`src/rtl/fpu_pkg.sv`:
```
// Shared floating-point definitions: compare/min/max operation encodings
// and the canonical quiet NaN returned when no ordered operand exists.
package fpu_pkg;

    typedef enum logic [2:0] {
        FCMP_FEQ  = 3'd0,
        FCMP_FLT  = 3'd1,
        FCMP_FLE  = 3'd2,
        FCMP_FMIN = 3'd3,
        FCMP_FMAX = 3'd4
    } fcmp_op_e;

    localparam logic [31:0] FP_CANON_NAN = 32'h7FC00000;
    localparam logic [31:0] FP_NEG_ZERO  = 32'h80000000;
    localparam logic [31:0] FP_POS_ZERO  = 32'h00000000;

endpackage

```
`src/rtl/fcmp_core.sv`:
```
// Combinational single-precision compare / min / max.
// Operands order by sign-magnitude with +0 == -0. Define FCMP_NAN_EN to
// make NaN operands unordered (predicates false, min/max pick the other
// operand); without it NaN and infinity order by their raw bits.
module fcmp_core
    import fpu_pkg::*;
(
    input  logic [31:0] x,
    input  logic [31:0] y,
    input  logic [2:0]  op,
    output logic [31:0] z
);

    function automatic logic is_zero(input logic [31:0] a);
        return (a[30:0] == 31'd0);
    endfunction

    // Strict sign-magnitude less-than; the two zeros never compare less.
    function automatic logic less_than(input logic [31:0] a, input logic [31:0] b);
        if (a[31] != b[31])
            return a[31] & ~(is_zero(a) & is_zero(b));
        else if (a[31])
            return (a[30:0] > b[30:0]);
        else
            return (a[30:0] < b[30:0]);
    endfunction

    function automatic logic equal(input logic [31:0] a, input logic [31:0] b);
        return (a == b) | (is_zero(a) & is_zero(b));
    endfunction

`ifdef FCMP_NAN_EN
    function automatic logic is_nan(input logic [31:0] a);
        return (a[30:23] == 8'hFF) && (a[22:0] != 23'd0);
    endfunction
`endif

    logic lt;
    logic eq;
    logic both_zero;
    logic x_nan;
    logic y_nan;

    // Evaluate the selected operation on the raw operands.
    always_comb begin
        lt        = less_than(x, y);
        eq        = equal(x, y);
        both_zero = is_zero(x) & is_zero(y);
`ifdef FCMP_NAN_EN
        x_nan     = is_nan(x);
        y_nan     = is_nan(y);
`else
        x_nan     = 1'b0;
        y_nan     = 1'b0;
`endif
        z = '0;
        case (op)
            FCMP_FEQ: z = {31'd0, eq & ~x_nan & ~y_nan};
            FCMP_FLT: z = {31'd0, lt & ~x_nan & ~y_nan};
            FCMP_FLE: z = {31'd0, (lt | eq) & ~x_nan & ~y_nan};
            FCMP_FMIN: begin
                if (x_nan & y_nan)
                    z = FP_CANON_NAN;
                else if (x_nan)
                    z = y;
                else if (y_nan)
                    z = x;
                else if (both_zero)
                    z = (x[31] | y[31]) ? FP_NEG_ZERO : FP_POS_ZERO;
                else
                    z = lt ? x : y;
            end
            FCMP_FMAX: begin
                if (x_nan & y_nan)
                    z = FP_CANON_NAN;
                else if (x_nan)
                    z = y;
                else if (y_nan)
                    z = x;
                else if (both_zero)
                    z = (x[31] & y[31]) ? FP_NEG_ZERO : FP_POS_ZERO;
                else
                    z = lt ? y : x;
            end
            default: z = '0;
        endcase
    end

endmodule

```
`src/rtl/fcmp_pipe.sv`:
```
// Elastic pipelined float compare / min / max with valid-ready handshake.
// The result is computed by fcmp_core ahead of the first register; the
// STAGES registers then carry only result and tag. NaN handling is selected
// by the FCMP_NAN_EN macro inside fcmp_core.
module fcmp_pipe
    import fpu_pkg::*;
#(
    parameter int STAGES = 2,
    parameter int TAG_W  = 6
) (
    input  logic             clk,
    input  logic             rstn,
    input  logic             in_valid,
    output logic             in_ready,
    input  logic [31:0]      x,
    input  logic [31:0]      y,
    input  logic [2:0]       op,
    input  logic [TAG_W-1:0] tag,
    output logic             out_valid,
    input  logic             out_ready,
    output logic [31:0]      z,
    output logic [TAG_W-1:0] out_tag,
    output logic             busy
);

    logic [31:0]      res_c;
    logic [STAGES-1:0] vld_p;
    logic [31:0]      res_p [STAGES];
    logic [TAG_W-1:0] tag_p [STAGES];
    logic [STAGES-1:0] load;
    logic             rst_done;

    fcmp_core u_core (
        .x  (x),
        .y  (y),
        .op (op),
        .z  (res_c)
    );

    // A stage may load unless it and every stage after it are full while
    // the consumer stalls; this is the ready chain written without feedback.
    always_comb begin
        for (int k = 0; k < STAGES; k++) begin
            logic full_run;
            full_run = 1'b1;
            for (int j = k; j < STAGES; j++)
                full_run = full_run & vld_p[j];
            load[k] = ~full_run | out_ready;
        end
    end

    // Holds off acceptance until one clock edge has seen reset released.
    always_ff @(posedge clk) begin
        if (!rstn)
            rst_done <= 1'b0;
        else
            rst_done <= 1'b1;
    end

    // Stage registers: stage 0 captures the core result, later stages shift.
    always_ff @(posedge clk) begin
        if (!rstn) begin
            vld_p <= '0;
            for (int k = 0; k < STAGES; k++) begin
                res_p[k] <= '0;
                tag_p[k] <= '0;
            end
        end else begin
            if (load[0]) begin
                vld_p[0] <= in_valid & in_ready;
                res_p[0] <= res_c;
                tag_p[0] <= tag;
            end
            for (int k = 1; k < STAGES; k++) begin
                if (load[k]) begin
                    vld_p[k] <= vld_p[k-1];
                    res_p[k] <= res_p[k-1];
                    tag_p[k] <= tag_p[k-1];
                end
            end
        end
    end

    assign in_ready  = rstn & rst_done & load[0];
    assign out_valid = vld_p[STAGES-1];
    assign z         = res_p[STAGES-1];
    assign out_tag   = tag_p[STAGES-1];
    assign busy      = |vld_p;

endmodule

```
`config.mk`:
```
export PLATFORM = sky130hd
export DESIGN_NAME = fcmp_pipe
export DESIGN_NICKNAME = d
export VERILOG_FILES = /design/src/rtl/fpu_pkg.sv /design/src/rtl/fcmp_core.sv /design/src/rtl/fcmp_pipe.sv
export SDC_FILE = /design/constraint.sdc
export NUM_CORES = 1
export LEC_CHECK = 0
export CORE_ASPECT_RATIO = 2
export CORE_MARGIN = 2
export CORE_UTILIZATION = 55
export CTS_BUF_LIST = sky130_fd_sc_hd__clkbuf_4
export CTS_CLUSTER_DIAMETER = 150
export CTS_CLUSTER_SIZE = 40
export DETAILED_ROUTE_END_ITERATION = 8
export PLACE_DENSITY_LB_ADDON = 0.2
export SYNTH_ARGS = -nofsm -noshare
export SYNTH_HDL_FRONTEND = slang
export SYNTH_SLANG_ARGS = --single-unit
```
`constraint.sdc`:
```
create_clock -name clk -period 5.4 [get_ports clk]
set_input_delay 0.54 -clock clk [delete_from_list [all_inputs] [get_ports clk]]
set_output_delay 0.54 -clock clk [all_outputs]
set_load 0.02 [all_outputs]
```
==> summary.md, run 1 <==
| Metric | Value |
|---|---|
| Switching Share | `26.7%` |
| Max_slew headroom | `24.4%` |
| Number of global-route vias before repair | `3704` |
| I/O Buffers | `117` |
| CTS Buf Count | `9` |
| Comb pwr share | `19.2%` |
| DRC viols | `0` |
| DRT Pass-1 Iters | `6` |
| Vias per cell | `5.94` |
| Most frequent cells in the layout | `clkdlybuf4s50_1 (117), edfxtp_1 (76), o21ai_0 (54)` |
| Clk network pwr share | `23.9%` |
| Period minus WS final | `3.75 ns` |
| Post-synth ARST share | `0%` |
| CTS tree | `built` |
| Worst-margin pin slew | `1.13 ns` |
| Routability-driven placement congestion ratio | `0.996` |
| Area Growth Syn to Fin | `22.0%` |
| Register share of total power | `56.8%` |
| Hold_sp | `rst_done` |
| CTS Buffer Depth | `2` |
| Wire per inst | `18.6 microns` |
| Fmax | `267 MHz` |
| Pint | `897 uW` |
| Root Driver | `clkbuf_4` |
| Mapped Area | `4770 sq um` |
| Crit share post-route | `69.5%` |
| Routed vias | `3774` |
| Worst EP required | `5.64 ns` |
| Most common cell after layout, fill and taps aside | `clkdlybuf4s50_1` |
| EDFF count, synth | `76` |
| Syn Inst Count | `460` |
| Antenna violations before repair | `1` |
| Final ANT Viol Nets | `0` |
| WP data arrival | `3.99 ns` |
| Share of cells above drive strength 1 | `7.68%` |
| RSZ-0062 raised after global routing | `false` |
| Die Ht | `136 microns` |
| CP max FO | `30` |
| Final Skew | `0.0163 ns` |
| Post-synthesis net count | `570` |
| Post-Route Setup TNS | `0 ns` |
| WS Path Type | `in -> reg` |
| Die ar. | `9480 sq um` |
| H-tree depth | `3` |
| Status | `completed` |
| Distinct cells, synth | `48` |
| Pwr per Cell Area | `210 nW/um^2` |
| Critical R2R Launch | `vld_p[1]` |
| # hold bufs at CTS | `0` |
| Sw power | `326 uW` |
| DRT iter0 DRCs | `335` |
| R2r endpoint | `res_p[0][0]` |
| Hold path cells | `2` |
| Rows | `48` |
| Total Power | `1220 uW` |
| Pleak | `0.00246 uW` |
| Ys Warns | `0` |
| Hold Path Class | `reg -> reg` |
| Largest net degree at the start of global routing | `52` |
| GRT Resource Usage Total | `25.6%` |
| Seq cells post-synth | `79` |
| R2r setup slk | `3.18 ns` |
| VDD IR max | `0.000103 V` |
| Total wire length | `11800 microns` |
| Die Width | `69.9 microns` |
| Ports | `118` |
| Initial Util | `55.9%` |
| Worst r2r path cells | `8` |
| Fin nets | `640` |
| Final hold viol count | `0` |
| First-pass GRT wire length | `18500 microns` |
| Sink Count | `79` |
| Synth Flop Type | `edfxtp_1` |
| Mean Syn Cell Area | `10.4 sq um` |
| # resized after CTS | `0` |
| Grt ovf | `0` |
| Worst Setup Start Kind | `primary input` |
| Sequential area share after synthesis | `49.1%` |
| Sink of the worst hold path | `vld_p[0]` |
| Worst skew pair latency | `0.42 ns` |
| Max Cap Viol | `0` |
| DP HPWL | `9330 microns` |
| Post-CTS repair timing setup buffer count | `0` |
| Worst setup EP type | `flip-flop` |
| Max-slew violations | `0` |
| Core Region | `8530 sq um` |
| Reg clk slew, reported paths | `0.11 ns` |
| Endpoints failing setup | `0` |
==> through the flow <==
stage | util [%] | setup WS (ns) | instance area, sq um | hold WS [ns] | instances
floorplan | - | 2.73 | 4770 | 0.439 | 460
global placement | 66.9 | 1.35 | 5700 | 0.465 | 619
detailed placement | 66.9 | 1.32 | 5700 | 0.473 | 619
CTS | 68.2 | 1.77 | 5820 | 0.497 | 634
global route | 68.3 | 1.25 | 5820 | 0.540 | 635
finish | 68.3 | 1.65 | 5820 | 0.478 | 635
==> power by group through the flow <==
stage | Clock, uW | Sequential (uW) | Combinational (uW)
6_report | 293 | 695 | 235
3_3_place_gp | 0 | 708 | 230
2_1_floorplan | 0 | 707 | 125
4_1_cts | 300 | 695 | 235
5_1_grt | 321 | 697 | 257
3_5_place_dp | 0 | 710 | 234
==> critical path, cell delays in order <==
cell,delay (ns)
clkdlybuf4s50_1,0.58
inv_1,0.07
ha_1,0.31
nand4_1,0.13
or3_4,0.45
nor2_4,0.13
a21boi_4,0.23
o2111ai_2,0.19
a21oi_2,0.89
o21ai_0,0.21
a21oi_1,0.26
==> kinds of logic after synthesis <==
| logic type | count (synthesis) | synth area share, % |
|---|---|---|
| AND/OR/NAND/NOR | 118 | 15.0 |
| AO/OA/AOI/OAI | 128 | 15.3 |
| adder cells (fa/ha/maj) | 33 | 8.66 |
| flip-flops | 79 | 49.1 |
| buffers and inverters | 100 | 11.5 |
| multiplexers | 2 | 0.446 |
==> cell usage after synthesis, types with 2 or more instances <==
library cell | count | area [sq um]
a21oi_2 | 2 | 17.5
and3_1 | 45 | 282
nor3_2 | 2 | 20.0
nand2_1 | 16 | 60.1
ha_1 | 33 | 413
nand3b_1 | 2 | 15.0
nor4_1 | 15 | 93.8
or3_1 | 2 | 12.5
nand4_1 | 7 | 43.8
edfxtp_1 | 76 | 2280
dfxtp_1 | 3 | 60.1
inv_1 | 36 | 135
buf_2 | 9 | 45.0
a21oi_1 | 44 | 220
nor3_1 | 2 | 10.0
clkbuf_1 | 12 | 45.0
o21ai_1 | 13 | 65.1
o21ai_0 | 54 | 270
nor2b_1 | 3 | 18.8
and4_2 | 3 | 30.0
nor2_1 | 9 | 33.8
nand3_1 | 6 | 30.0
buf_4 | 41 | 308
==> state kept, by name (all words and copies together) (netlist names) <==
name	count
vld_p	2
rst_done	1
res_p	64
tag_p	12
==> routing by layer <==
layer | track usage [%] | wire (microns) | vias to the layer above
li1 | - | - | 1803
met1 | 27.8 | 4190 | 1753
met2 | 45.8 | 6380 | 179
met3 | 3.05 | 521 | 39
met4 | 16.9 | 702 | 0
met5 | 0 | 0 | -
==> how the worst max path moves through the flow <==
| stage | to | start |
|---|---|---|
| floorplan | res_p[0][25] | y[29] |
| global placement | res_p[0][13] | y[30] |
| detailed placement | res_p[0][19] | y[24] |
| CTS | res_p[0][6] | y[24] |
| global route | res_p[0][5] | y[26] |
| finish | res_p[0][6] | y[30] |
==> area by class of cell <==
class / count / area [sq um]
Multi-Input combinational cell: 281 / 1890
Inverter: 36 / 135
Fill cell: 656 / 2710
Tap cell: 100 / 125
Clock buffer: 9 / 67.6
Antenna cell: 1 / 2.50
Sequential cell: 79 / 2340
Timing Repair Buffer: 123 / 1220
Clock inverter: 6 / 46.3
(Power assumes the default switching activity.)
==> run 2, diff against run 1 <==
CORE_UTILIZATION = 51   (was 55)
clock period = 3.7 ns   (was 5.4 ns; I/O delays follow)
==> run 2 against run 1 <==
Core utilization fell by 4.9 points. Combinational power rose by 47%. Wire length barely moved. Power rose by 49%. Cell count rose by 1.3%. Worst setup slack got worse by 1.0 ns. Register-to-register slack got worse by 1.9 ns. Clock skew fell by 0.0039 ns. Count of clock-buffer cells in the layout rose by 1. Clock power rose by 59%. Sequential power rose by 47%.
==> summary.md, run 2 (synthesized netlist as in run 1, its figures left out) <==
| Metric | Value |
|---|---|
| Routed vias | `3723 (-1.4%)` |
| # hold bufs at CTS | `0 (unchanged)` |
| Clk network pwr share | `25.5% (+1.6 points)` |
| Period minus WS final | `3.09 ns` |
| Post-CTS repair timing setup buffer count | `0 (unchanged)` |
| Max-slew violations | `0 (unchanged)` |
| Worst skew pair latency | `0.41 ns (about the same)` |
| Most frequent cells in the layout | `clkdlybuf4s50_1 (117), edfxtp_1 (76), o21ai_0 (54)` |
| Fin nets | `644 (+0.63%)` |
| Area Growth Syn to Fin | `23.0%` |
| Most common cell after layout, fill and taps aside | `clkdlybuf4s50_1` |
| R2r endpoint | `res_p[0][0]` |
| Pint | `1380 uW (+54%)` |
| Worst Setup SP | `y[28]` |
| Antenna violations before repair | `1 (unchanged)` |
| Routability-driven placement congestion ratio | `1.03 (+3.1%)` |
| Critical R2R Launch | `vld_p[1]` |
| DRT iter0 DRCs | `240 (-28%)` |
| Critical path depth | `12 (+1)` |
| Endpoints failing setup | `0 (unchanged)` |
| Worst EP required | `3.87 ns (-1.77 ns)` |
| Post-Route Setup TNS | `0 ns (unchanged)` |
| Initial Util | `51.5% (-4.4 points)` |
| Fmax | `324 MHz` |
| CP bufs+invs | `3 (+1)` |
| Worst r2r path cells | `7 (-1)` |
| Sw power | `448 uW (+37%)` |
| Max Cap Viol | `0 (unchanged)` |
| Share of cells above drive strength 1 | `7.99% (+0.31 points)` |
| DRT Pass-1 Iters | `4 (-2)` |
| Sink Count | `79 (unchanged)` |
| CTS Buf Count | `9 (unchanged)` |
| Grt ovf | `0 (unchanged)` |
| Largest register FFs | `64 (unchanged)` |
| Die Width | `72.4 microns (+3.6%)` |
| Die ar. | `10200 sq um (+7.5%)` |
| Worst setup EP type | `flip-flop` |
| Vias per cell | `5.79 (-2.6%)` |
| Final hold viol count | `0 (unchanged)` |
| Fillcell total | `763 (+16%)` |
| WS Path Type | `in -> reg` |
| Reg clk slew, reported paths | `0.11 ns (about the same)` |
| R2r setup slk | `1.30 ns (-1.88 ns)` |
| Core Region | `9260 sq um (+8.6%)` |
| Max_slew headroom | `37.3% (+13 points)` |
| Critical-path cell with the highest stage delay | `clkdlybuf4s50_1` |
| RSZ-0062 raised after global routing | `false` |
| First-pass GRT wire length | `18100 microns (-2.0%)` |
| Pleak | `0.00249 uW (+1.2%)` |
| Biggest register | `res_p` |
| Root Driver | `clkbuf_4` |
| CTS Buffer Depth | `2 (unchanged)` |
| Comb pwr share | `18.9% (-0.3 points)` |
| CTS tree | `built` |
| DRC viols | `0 (unchanged)` |
| # resized after CTS | `0 (unchanged)` |
| Hold Path Class | `reg -> reg` |
| Status | `completed` |
| Worst Setup Start Kind | `primary input` |
| Ports | `118 (unchanged)` |
| Cells along the critical path | `clkdlybuf4s50_1 -> inv_1 -> ha_1 -> nand4_1 -> or3_4 -> nor2_4 -> a21boi_4 -> o2111a_2 -> nor3_2 -> buf_4 -> o21ai_0 -> a21oi_1` |
| CP endpoint | `res_p[0][3]` |
| Biggest regs | `res_p (64), tag_p (12), vld_p (2)` |
| CP max FO | `30 (unchanged)` |
| H-tree depth | `3 (unchanged)` |
| Number of global-route vias before repair | `3649 (-1.5%)` |
| DP HPWL | `9320 microns (about the same)` |
| Switching Share | `24.5% (-2.1 points)` |
| Final Skew | `0.0124 ns (-0.00388 ns)` |
| Pwr per Cell Area | `311 nW/um^2 (+48%)` |
| Final ANT Viol Nets | `0 (unchanged)` |
| Register share of total power | `55.6% (-1.2 points)` |
| WP data arrival | `3.26 ns (-0.73 ns)` |
| VDD IR max | `0.000155 V (+49%)` |
| Max incr delay on CP | `0.56 ns (-0.33 ns)` |
| Crit share post-route | `83.5%` |
| Final hold slack | `0.510 ns (+0.0321 ns)` |
| Worst-margin pin slew | `0.940 ns (-0.194 ns)` |
| Total wire length | `11800 microns (about the same)` |
| Cell family with the largest share of critical-path delay | `compound AO/OA/AOI/OAI gates` |
| GRT Resource Usage Total | `23.5% (-2.0 points)` |
| I/O Buffers | `117 (unchanged)` |
| Wire per inst | `18.3 microns (-1.3%)` |
| Die Ht | `141 microns (+3.7%)` |
| Rows | `50 (+4.2%)` |
| Largest net degree at the start of global routing | `39 (-25%)` |
run 2: changes by cell type in the layout (fill, tap and decap cells not counted), sizes merged:
cell      before  now
buf            6   10
bufinv         0    1
clkbuf         9   10
clkinvlp       2    1
inv           37   36
run 2: area by class of cell:
class                   count  area (sq um)  share of cell area [%]
diodes                      1          2.50                  0.0427
multi-input cells         281          1890                    32.1
repair buffers            127          1250                    21.2
inverters                  36           135                    2.30
clock inverters             5          50.0                   0.853
well taps                 104           130                    2.22
flip-flops and latches     79          2340                    39.9
clock buffers              10          75.1                    1.28
run 2: per-stage QoR:
stage	std cells	area, sq um	worst slack [ns]	utilization [%]	total power, uW
after floorplan	460	4770	1.20	-	1210
after global placement	627	5740	0.247	62.0	1370
after detailed placement	627	5740	0.235	62.0	1380
after CTS	642	5860	0.690	63.3	1840
after global routing	643	5870	0.391	63.4	1910
final	643	5870	0.612	63.4	1830
run 2: worst min path at each step:
| stage | startpoint | to | slack, ns | cells after the start |
|---|---|---|---|---|
| global placement | rst_done | vld_p[0] | 0.46 | 2 |
| floorplan | rstn | rst_done | 0.40 | 0 |
| CTS | rst_done | vld_p[0] | 0.52 | 2 |
| detailed placement | rst_done | vld_p[0] | 0.51 | 2 |
| global route | rst_done | vld_p[0] | 0.53 | 2 |
| finish | rst_done | vld_p[0] | 0.51 | 2 |
run 2: worst reg2reg max path, stage by stage, from the launching register on:
cell and delay, ns:
dfxtp_1 0.33, nor2b_1 0.17, nand2_1 0.39, nand2_1 0.18, or3b_1 0.50, or3_1 0.37, mux2_2 0.26, nand3_1 0.08
run 2: power groups by stage:
stage	sequential, uW	clock (uW)	combinational, uW
floorplan	1030	0	182
global placement	1030	0	340
detailed placement	1040	0	342
CTS	1020	480	344
global route	1020	518	375
finish	1020	466	345
run 2: layer usage:
metal | up-vias | routed length (microns) | global-route usage [%]
met5 | - | 0 | 0
met4 | 0 | 603 | 13.7
met3 | 33 | 514 | 2.93
met2 | 151 | 6380 | 42.5
met1 | 1718 | 4300 | 25.4
li1 | 1821 | - | -
==> run 3, diff against run 2 <==
clock period = 3 ns   (was 3.7 ns; I/O delays follow)
==> run 3 against run 2 <==
Combinational power rose by 45%. First-iteration DRC count fell by 29%. Count of clock-buffer cells in the layout did not move. Register-to-register slack got worse by 0.39 ns. Highest routed layer unchanged.
==> summary.md, run 3 (synthesized netlist as in run 1, its figures left out) <==
| Metric | Value |
|---|---|
| Crit share post-route | `97.9%` |
| Endpoints failing setup | `0 (unchanged)` |
| Cell family with the largest share of critical-path delay | `simple AND/OR/NAND/NOR gates` |
| Most common cell after layout, fill and taps aside | `clkdlybuf4s50_1` |
| I/O Buffers | `117 (unchanged)` |
| Die Ht | `141 microns (unchanged)` |
| Fmax | `341 MHz` |
| Period minus WS final | `2.94 ns` |
| Pwr per Cell Area | `376 nW/um^2 (+21%)` |
| Total wire length | `12700 microns (+7.6%)` |
| Share of cells above drive strength 1 | `17.9% (+9.9 points)` |
| Worst skew pair latency | `0.41 ns (about the same)` |
| Worst-margin pin slew | `0.494 ns (-0.446 ns)` |
| Vias per cell | `5.72 (-1.2%)` |
| Most frequent cells in the layout | `clkdlybuf4s50_1 (117), edfxtp_1 (76), buf_4 (73)` |
| Number of global-route vias before repair | `4050 (+11%)` |
| Pleak | `0.00282 uW (+13%)` |
| DP Cell Count | `692 (+10%)` |
| Biggest regs | `res_p (64), tag_p (12), vld_p (2)` |
| Max incr delay on CP | `0.53 ns (-0.03 ns)` |
| CTS Buf Count | `9 (unchanged)` |
| Worst setup EP type | `flip-flop` |
| Reg clk slew, reported paths | `0.10 ns (about the same)` |
| VDD IR max | `0.000288 V (+87%)` |
| Initial Util | `51.5% (unchanged)` |
| Placed Area | `6250 sq um (+8.9%)` |
| RSZ-0062 raised after global routing | `false` |
| Pint | `1840 uW (+34%)` |
| Register share of total power | `51.9% (-3.7 points)` |
| # hold bufs at CTS | `0 (unchanged)` |
| DRT iter0 DRCs | `170 (-29%)` |
| Antenna violations before repair | `1 (unchanged)` |
| Wire per inst | `17.9 microns (-2.5%)` |
| Rows | `50 (unchanged)` |
| Core Region | `9260 sq um (unchanged)` |
| Fin nets | `709 (+10%)` |
| Post-Route Setup TNS | `0 ns (unchanged)` |
| Die Width | `72.4 microns (unchanged)` |
| Max-slew violations | `0 (unchanged)` |
| Final Skew | `0.0122 ns (-0.000208 ns)` |
| Largest net degree at the start of global routing | `51 (+31%)` |
| Final hold viol count | `0 (unchanged)` |
| Status | `completed` |
| CTS Buffer Depth | `2 (unchanged)` |
| Ports | `118 (unchanged)` |
| Fillcell total | `765 (+0.26%)` |
| Routability-driven placement congestion ratio | `0.944 (-8.0%)` |
| Largest register FFs | `64 (unchanged)` |
| Hold Path Class | `in -> reg` |
| Total Power | `2410 uW (+32%)` |
| Root Driver | `clkbuf_4` |
| Fin util | `69.2% (+5.9 points)` |
| DRT Pass-1 Iters | `5 (+1)` |
| Comb pwr share | `20.7% (+1.8 points)` |
| Worst Setup Start Kind | `primary input` |
| Routed vias | `4057 (+9.0%)` |
| Biggest register | `res_p` |
| DP HPWL | `10400 microns (+12%)` |
| Final ANT Viol Nets | `0 (unchanged)` |
| Worst EP required | `3.27 ns (-0.60 ns)` |
| Switching Share | `23.6% (-0.91 points)` |
| Max Cap Viol | `0 (unchanged)` |
| CTS tree | `built` |
| H-tree depth | `3 (unchanged)` |
| Sw power | `569 uW (+27%)` |
| WS Path Type | `in -> reg` |
| Post-route cell area | `6410 sq um (+9.3%)` |
| CP bufs+invs | `3 (unchanged)` |
| DRC viols | `0 (unchanged)` |
| Grt ovf | `0 (unchanged)` |
| CP max FO | `4 (-87%)` |
| Die ar. | `10200 sq um (unchanged)` |
| Clk network pwr share | `27.4% (+1.9 points)` |
| Area Growth Syn to Fin | `34.4%` |
| Max_slew headroom | `67.1% (+30 points)` |
| First-pass GRT wire length | `20000 microns (+10%)` |
| GRT Resource Usage Total | `25.7% (+2.2 points)` |
| WP data arrival | `3.21 ns (-0.05 ns)` |
| Sink Count | `79 (unchanged)` |
| Critical-path cell with the highest stage delay | `clkdlybuf4s50_1` |
| Non-filler cells in the finished layout | `709 (+10%)` |
| Cells along the critical path | `clkdlybuf4s50_1 -> inv_1 -> ha_1 -> nand4_1 -> or3_4 -> nor2_4 -> a21boi_4 -> o22ai_2 -> buf_4 -> nor2_1 -> mux2_2 -> nand3_1` |
[run 3: layer usage]
layer	vias to the layer above	global-route usage, %	share of wire, %
li1	1948	-	-
met1	1897	26.7	34
met2	180	49.0	57
met3	32	3.00	4.3
met4	0	12.7	4.1
met5	-	0	0
[run 3: final cells by class]
| type | instances | area (sq um) | area share (%) |
|---|---|---|---|
| Antenna cell | 1 | 2.50 | 0.0390 |
| Timing Repair Buffer | 192 | 1760 | 27.4 |
| Clock inverter | 6 | 75.1 | 1.17 |
| Multi-Input combinational cell | 281 | 1890 | 29.5 |
| Sequential cell | 79 | 2340 | 36.5 |
| Tap cell | 104 | 130 | 2.03 |
| Clock buffer | 10 | 75.1 | 1.17 |
| Inverter | 36 | 135 | 2.11 |
[run 3: power by group through the flow]
stage                     Combinational [uW]  Clock, uW  Sequential (uW)
after floorplan                          225          0             1270
after global placement                   486          0             1280
after detailed placement                 494          0             1280
after CTS                                496        679             1250
after global routing                     543        718             1260
final                                    499        661             1250
[run 3: path summary, 6_finish.rpt]
kind | from | end | slack, ns | depth (start not counted)
hold reg to reg | rst_done | vld_p[0] | 0.47 | 2
setup reg to reg | vld_p[1] | res_p[0][0] | 0.91 | 7
setup / recovery | y[29] | res_p[0][0] | 0.06 | 12
hold / removal | in_valid | vld_p[0] | 0.47 | 3
[run 3: stage by stage]
step / worst slack, ns / hold slack [ns]
after floorplan: 0.567 / 0.328
after detailed placement: -0.368 / 0.459
after global placement: -0.368 / 0.462
final: 0.0641 / 0.466
after CTS: 0.0872 / 0.437
after global routing: 0.00581 / 0.443
[run 3: what timing repair did]
item	in CTS	in global routing
resized for setup	0	2
buffers inserted	0	0
endpoints found under the setup margin	0	21
[run 3: worst register-to-register path, stage by stage (launching register included)]
cell	delay [ns]
dfxtp_1	0.33
nor2b_1	0.17
nand2_1	0.10
nand2_1	0.14
or3b_1	0.50
or3_1	0.37
mux2_2	0.27
nand3_1	0.08
==> edit 1 (config.mk and constraints of run 1) <==
The option `FCMP_NAN_EN` is turned on by a define.
--- a/src/rtl/fcmp_core.sv
+++ b/src/rtl/fcmp_core.sv
@@ -2,6 +2,8 @@
 // Operands order by sign-magnitude with +0 == -0. Define FCMP_NAN_EN to
 // make NaN operands unordered (predicates false, min/max pick the other
 // operand); without it NaN and infinity order by their raw bits.
+`define FCMP_NAN_EN
+
 module fcmp_core
     import fpu_pkg::*;
 (
Check against the original RTL: not equivalent (Yosys sat finds a counterexample within 4 cycles, from zero or initial values and one cycle with rstn low).
==> edit 1 against run 1 <==
The flow now finishes with violations (design-rule violations). Power up 7.5%. Setup slack worse by 0.28 ns. Clock power up 16%. Die area up 7.2%. Routed wire length up 20%. Sequential cell count unchanged. Sequential power about the same. Cell area up 7.5%. Sequential share of layout area down 2.8 points. Synthesized area up 7.6%. Combinational power up 19%. Critical path type unchanged. Largest cell class unchanged.
==> edit 1: results (changes against run 1) <==
Run status
  – Status: complete, but fails checks
  – Violated checks: design-rule violations

Synthesis
  – Synth Area in XOR/XNOR: 0% (unchanged)
  – Async SR Flop Fraction: 0% (unchanged)
  – Synth unique cells: 55 (+15%)
  – Syn_nets: 622 (+9.1%)
  – Post-synth EDFFs: 76 (unchanged)
  – Compound-Gate Fraction of Synth Area: 14.1% (-1.3 points)
  – Sequential-to-total area share from yosys stat: 45.7% (-3.4 points)
  – Post-synthesis mux area share: 0% (-0.45 points)
  – Post-synth top cells: edfxtp_1 (76), and3_1 (46), buf_4 (38), inv_1 (35), ha_1 (33)
  – Post-Synth Adder-Cell Area: 8.05% (-0.61 points)
  – Top post-synthesis cells by area: edfxtp_1 (44%), ha_1 (8.0%), and3_1 (5.6%)

Route
  – First DRT Iteration DRCs: 392 (+17%)
  – DR vias: 4,475 (+19%)
  – DR WL/cell: 20.4 um (+9.8%)
  – Drt first pass iters: 7 (+1)
  – # DRC: 2 (+2)

Final layout
  – Filler cell count in the final layout: 725 (+11%)
  – Share of layout cells above drive strength 1: 6.41% (-1.3 points)
  – Final nets: 698 (+9.1%)

Critical path
  – Slowest CP cell: o2111ai_1
  – Worst stage delay on the critical path: 0.70 ns (-0.19 ns)
  – Maximum fanout along the worst path: 16 (-47%)
  – CP top delay family: compound AO/OA/AOI/OAI gates
  – Worst Path Arrival: 4.31 ns (+0.32 ns)

Placement
  – Placed cell area: 6120 um^2 (+7.3%)
  – Dpl hpwl: 11,000 um (+18%)
  – Final weighted congestion in routability-driven placement: 0.967 (-2.9%)
  – Placement Setup Slack: 1.03 ns (-0.296 ns)

Clock network
  – H-tree depth: 3 (unchanged)
  – Clk_lat worst skew: 0.42 ns (about the same)
  – Post-CTS Setup Bufs: 0 (unchanged)
  – Clock Pin Slew Worst Setup and Hold Paths: 0.12 ns
  – CTS buffer count: 9 (unchanged)
  – Post-CTS sizing: 0 (unchanged)
  – Clk root buf: clkbuf_4

Power
  – LEAKAGE: 2.73 nW (+11%)
  – Worst vdd ir: 0.119 mV (+15%)

STA
  – Max_slew headroom: 32.7% (+8.3 points)
  – Worst-case clock skew: 0.0153 ns (-0.00104 ns)

Global routing
  – Largest net degree at the start of global routing: 39 (-25%)
  – Global Route Usage Sum: 28.8% (+3.3 points)
  – Vias in the first global route: 4,388 (+18%)
  – First-pass GRT wire length: 22,400 um (+21%)

Worst hold path
  – Tightest Hold Check Type: reg -> reg
[edit 1: final cells by class]
cell class,instances,area (um^2),share of cell area [%]
flip-flops and latches,79,2340,37.4
multi-input cells,335,2270,36.2
inverters,35,131,2.10
repair buffers,128,1250,20.0
diodes,1,2.50,0.0400
clock inverters,5,51.3,0.820
well taps,102,128,2.04
clock buffers,11,82.6,1.32
[edit 1: final timing paths]
path	slack [ns]	depth (start not counted)	end	start
max	1.36	12	res_p[0][1]$_SDFFCE_PN0P_	y[2]
max reg2reg	2.59	8	res_p[0][22]$_SDFFCE_PN0P_	vld_p[1]$_SDFFE_PN0N_
min	0.45	2	vld_p[0]$_SDFFE_PN0N_	rst_done$_DFF_P_
min reg2reg	0.45	2	vld_p[0]$_SDFFE_PN0N_	rst_done$_DFF_P_
[edit 1: stage by stage]
| stage | hold slack, ns | instances | total power, mW | utilization, % |
|---|---|---|---|---|
| after floorplan | 0.439 | 512 | 0.861 | - |
| after global placement | 0.454 | 679 | 0.980 | 67.9 |
| after detailed placement | 0.461 | 679 | 0.986 | 67.9 |
| after CTS | 0.468 | 695 | 1.32 | 69.4 |
| after global routing | 0.502 | 696 | 1.37 | 69.4 |
| final | 0.455 | 696 | 1.31 | 69.4 |
[edit 1: power by group]
| group | internal (mW) | switching, mW |
|---|---|---|
| combinational | 0.129 | 0.150 |
| clock | 0.149 | 0.190 |
| sequential | 0.691 | 0.00637 |
| total | 0.969 | 0.346 |
[edit 1: per-layer routing]
layer,up-vias,track usage [%],share of wire [%]
met5,-,0,0
met4,0,16.2,5.0
met3,51,3.57,7.8
met2,264,49.0,53
met1,2079,34.4,35
li1,2081,-,-
==> edit 2 (flow settings as in run 1) <==
Without the edit above. `STAGES`: 2 -> 4.
--- a/src/rtl/fcmp_pipe.sv
+++ b/src/rtl/fcmp_pipe.sv
@@ -5,7 +5,7 @@
 module fcmp_pipe
     import fpu_pkg::*;
 #(
-    parameter int STAGES = 2,
+    parameter int STAGES = 4,
     parameter int TAG_W  = 6
 ) (
     input  logic             clk,
Formal check against the unedited RTL: not equivalent (Yosys sat finds a counterexample within 4 cycles, from zero or initial values and one cycle with rstn low).
==> edit 2 against run 1 <==
Cell area is 53% higher. Utilization is 0.10 points higher. Cell count is 37% higher. Setup slack better by 0.24 ns. Routed wire length is 23% higher. Maximum frequency is 6.8% higher. Largest cell class unchanged. Synthesized area is 55% higher. Sequential power is 94% higher. Power is 81% higher. Synthesized cell count is 28% higher. Count of clock-buffer cells in the layout is 20 higher. Sequential cell count is 78 higher. Combinational power is 3% lower.
==> edit 2: results (changes against run 1) <==
Synthesis
  – Async SR Flop Fraction: 0% (unchanged)
  – Synth Warn #: 0 (unchanged)
  – Sequential-to-total area share from yosys stat: 63.2% (+14 points)
  – Synth unique cells: 47 (-2.1%)
  – Top post-synthesis cells by area: edfxtp_1 (62%), and2_1 (9.8%), ha_1 (5.6%)
  – Post-synth EDFFs: 152 (+100%)
  – Post-synth top cells: edfxtp_1 (152), and2_1 (116), o21ai_1 (61), a21oi_1 (43), inv_1 (37)
  – Mapped Avg Cell Area: 12.6 um^2 (+21%)
  – Syn_nets: 697 (+22%)

Final layout
  – Share of layout cells above drive strength 1: 7.50% (-0.18 points)
  – Final nets: 824 (+29%)
  – Top flop regs: res_p: 128 flops, tag_p: 24 flops, vld_p: 4 flops
  – Filler cell count in the final layout: 971 (+48%)
  – Final cell count without fillers: 873 (+37%)

Global routing
  – Antenna violations before repair: 1 (unchanged)
  – First-pass GRT wire length: 23,700 um (+28%)
  – Largest net degree at the start of global routing: 40 (-23%)
  – Vias in the first global route: 5,035 (+36%)
  – Global Route Usage Sum: 21.3% (-4.2 points)

Clock network
  – Post-CTS Setup Bufs: 0 (unchanged)
  – Clk root buf: clkbuf_4
  – Clock Pin Slew Worst Setup and Hold Paths: 0.09 ns (-0.02 ns)
  – Post-CTS sizing: 0 (unchanged)
  – Clk_lat worst skew: 0.55 ns (+0.13 ns)
  – CTS buffer count: 25 (+16)
  – H-tree depth: 4 (+1)
  – Bufs on Longest Clock Path: 3 (+1)

Critical path
  – Slowest CP cell: clkdlybuf4s50_1
  – Worst Path Arrival: 3.87 ns (-0.12 ns)
  – Maximum fanout along the worst path: 30 (unchanged)
  – Worst stage delay on the critical path: 0.58 ns (-0.31 ns)
  – CP top delay family: simple AND/OR/NAND/NOR gates

Run status
  – Status: complete, no violations

Placement
  – Dpl cells: 839 (+36%)
  – Buffers on Ports: 117 (unchanged)
  – Final weighted congestion in routability-driven placement: 1.00 (+0.63%)
  – Dpl hpwl: 11,700 um (+25%)
  – Placement Setup Slack: 1.35 ns (+0.0288 ns)

Worst hold path
  – Tightest Hold Check Type: reg -> reg

Route
  – Routed WL: 14,500 um (+23%)
  – Drt first pass iters: 4 (-2)
  – Post-route ant nets: 0 (unchanged)
  – First DRT Iteration DRCs: 256 (-24%)
  – DR vias: 4,858 (+29%)

Power
  – LEAKAGE: 3.70 nW (+51%)
  – Worst vdd ir: 0.126 mV (+22%)

STA
  – Max_slew headroom: 50.5% (+26 points)
  – Worst-case clock skew: 0.0205 ns (+0.00417 ns)
-- edit 2: final timing paths --
path,startpoint,to,slack (ns),depth (start not counted)
min reg2reg,rst_done$_DFF_P_,vld_p[0]$_SDFFE_PN0N_,0.47,2
max,x[30],res_p[0][8]$_SDFFCE_PN0P_,1.89,11
max reg2reg,vld_p[3]$_SDFFE_PN0P_,res_p[0][0]$_SDFFCE_PN0P_,2.68,8
min,rst_done$_DFF_P_,vld_p[0]$_SDFFE_PN0N_,0.47,2
-- edit 2: worst register-to-register path, delay by kind of cell (launching register included) --
family	cells	cell delay, ns
and+or+nand+nor	7	1.97
DFF	1	0.33
muxes	1	0.30
-- edit 2: metrics by stage --
| stage | utilization [%] | power, mW | area (um^2) |
|---|---|---|---|
| 2_1_floorplan | - | 1.49 | 7390 |
| 3_3_place_gp | 66.3 | 1.60 | 8670 |
| 3_5_place_dp | 66.3 | 1.61 | 8670 |
| 4_1_cts | 68.3 | 2.24 | 8930 |
| 5_1_grt | 68.4 | 2.31 | 8930 |
| 6_report | 68.4 | 2.22 | 8930 |
-- edit 2: logic make-up after synthesis --
logic type               count (synthesis)  share of synthesized area, %
multiplexers                             2                         0.288
flip-flops                             157                          63.2
buffers and inverters                   66                          4.17
AND/OR/NAND/NOR                        198                          16.6
AO/OA/AOI/OAI                          131                          10.2
adder cells (fa/ha/maj)                 33                          5.59
-- edit 2: area by class of cell --
class	count	area, um^2	area share (%)
multi-input cells	364	2410	27.0
well taps	152	190	2.13
clock buffers	29	218	2.44
inverters	37	139	1.56
diodes	1	2.50	0.0280
repair buffers	129	1260	14.1
flip-flops and latches	157	4660	52.2
clock inverters	4	42.5	0.476
-- edit 2: where the power goes --
part / internal (mW) / total, mW / switching [mW]
clock: 0.298 / 0.639 / 0.341
sequential: 1.35 / 1.35 / 0.00601
combinational: 0.108 / 0.228 / 0.120
total: 1.75 / 2.22 / 0.467
-- edit 2: layer usage --
layer  up-vias  GRT usage [%]  part of all wire [%]
met5         -              0                     0
met4         0           14.4                   5.9
met3        41           3.58                   3.7
met2       178           39.8                    56
met1      2249           20.4                    34
li1       2390              -                     -
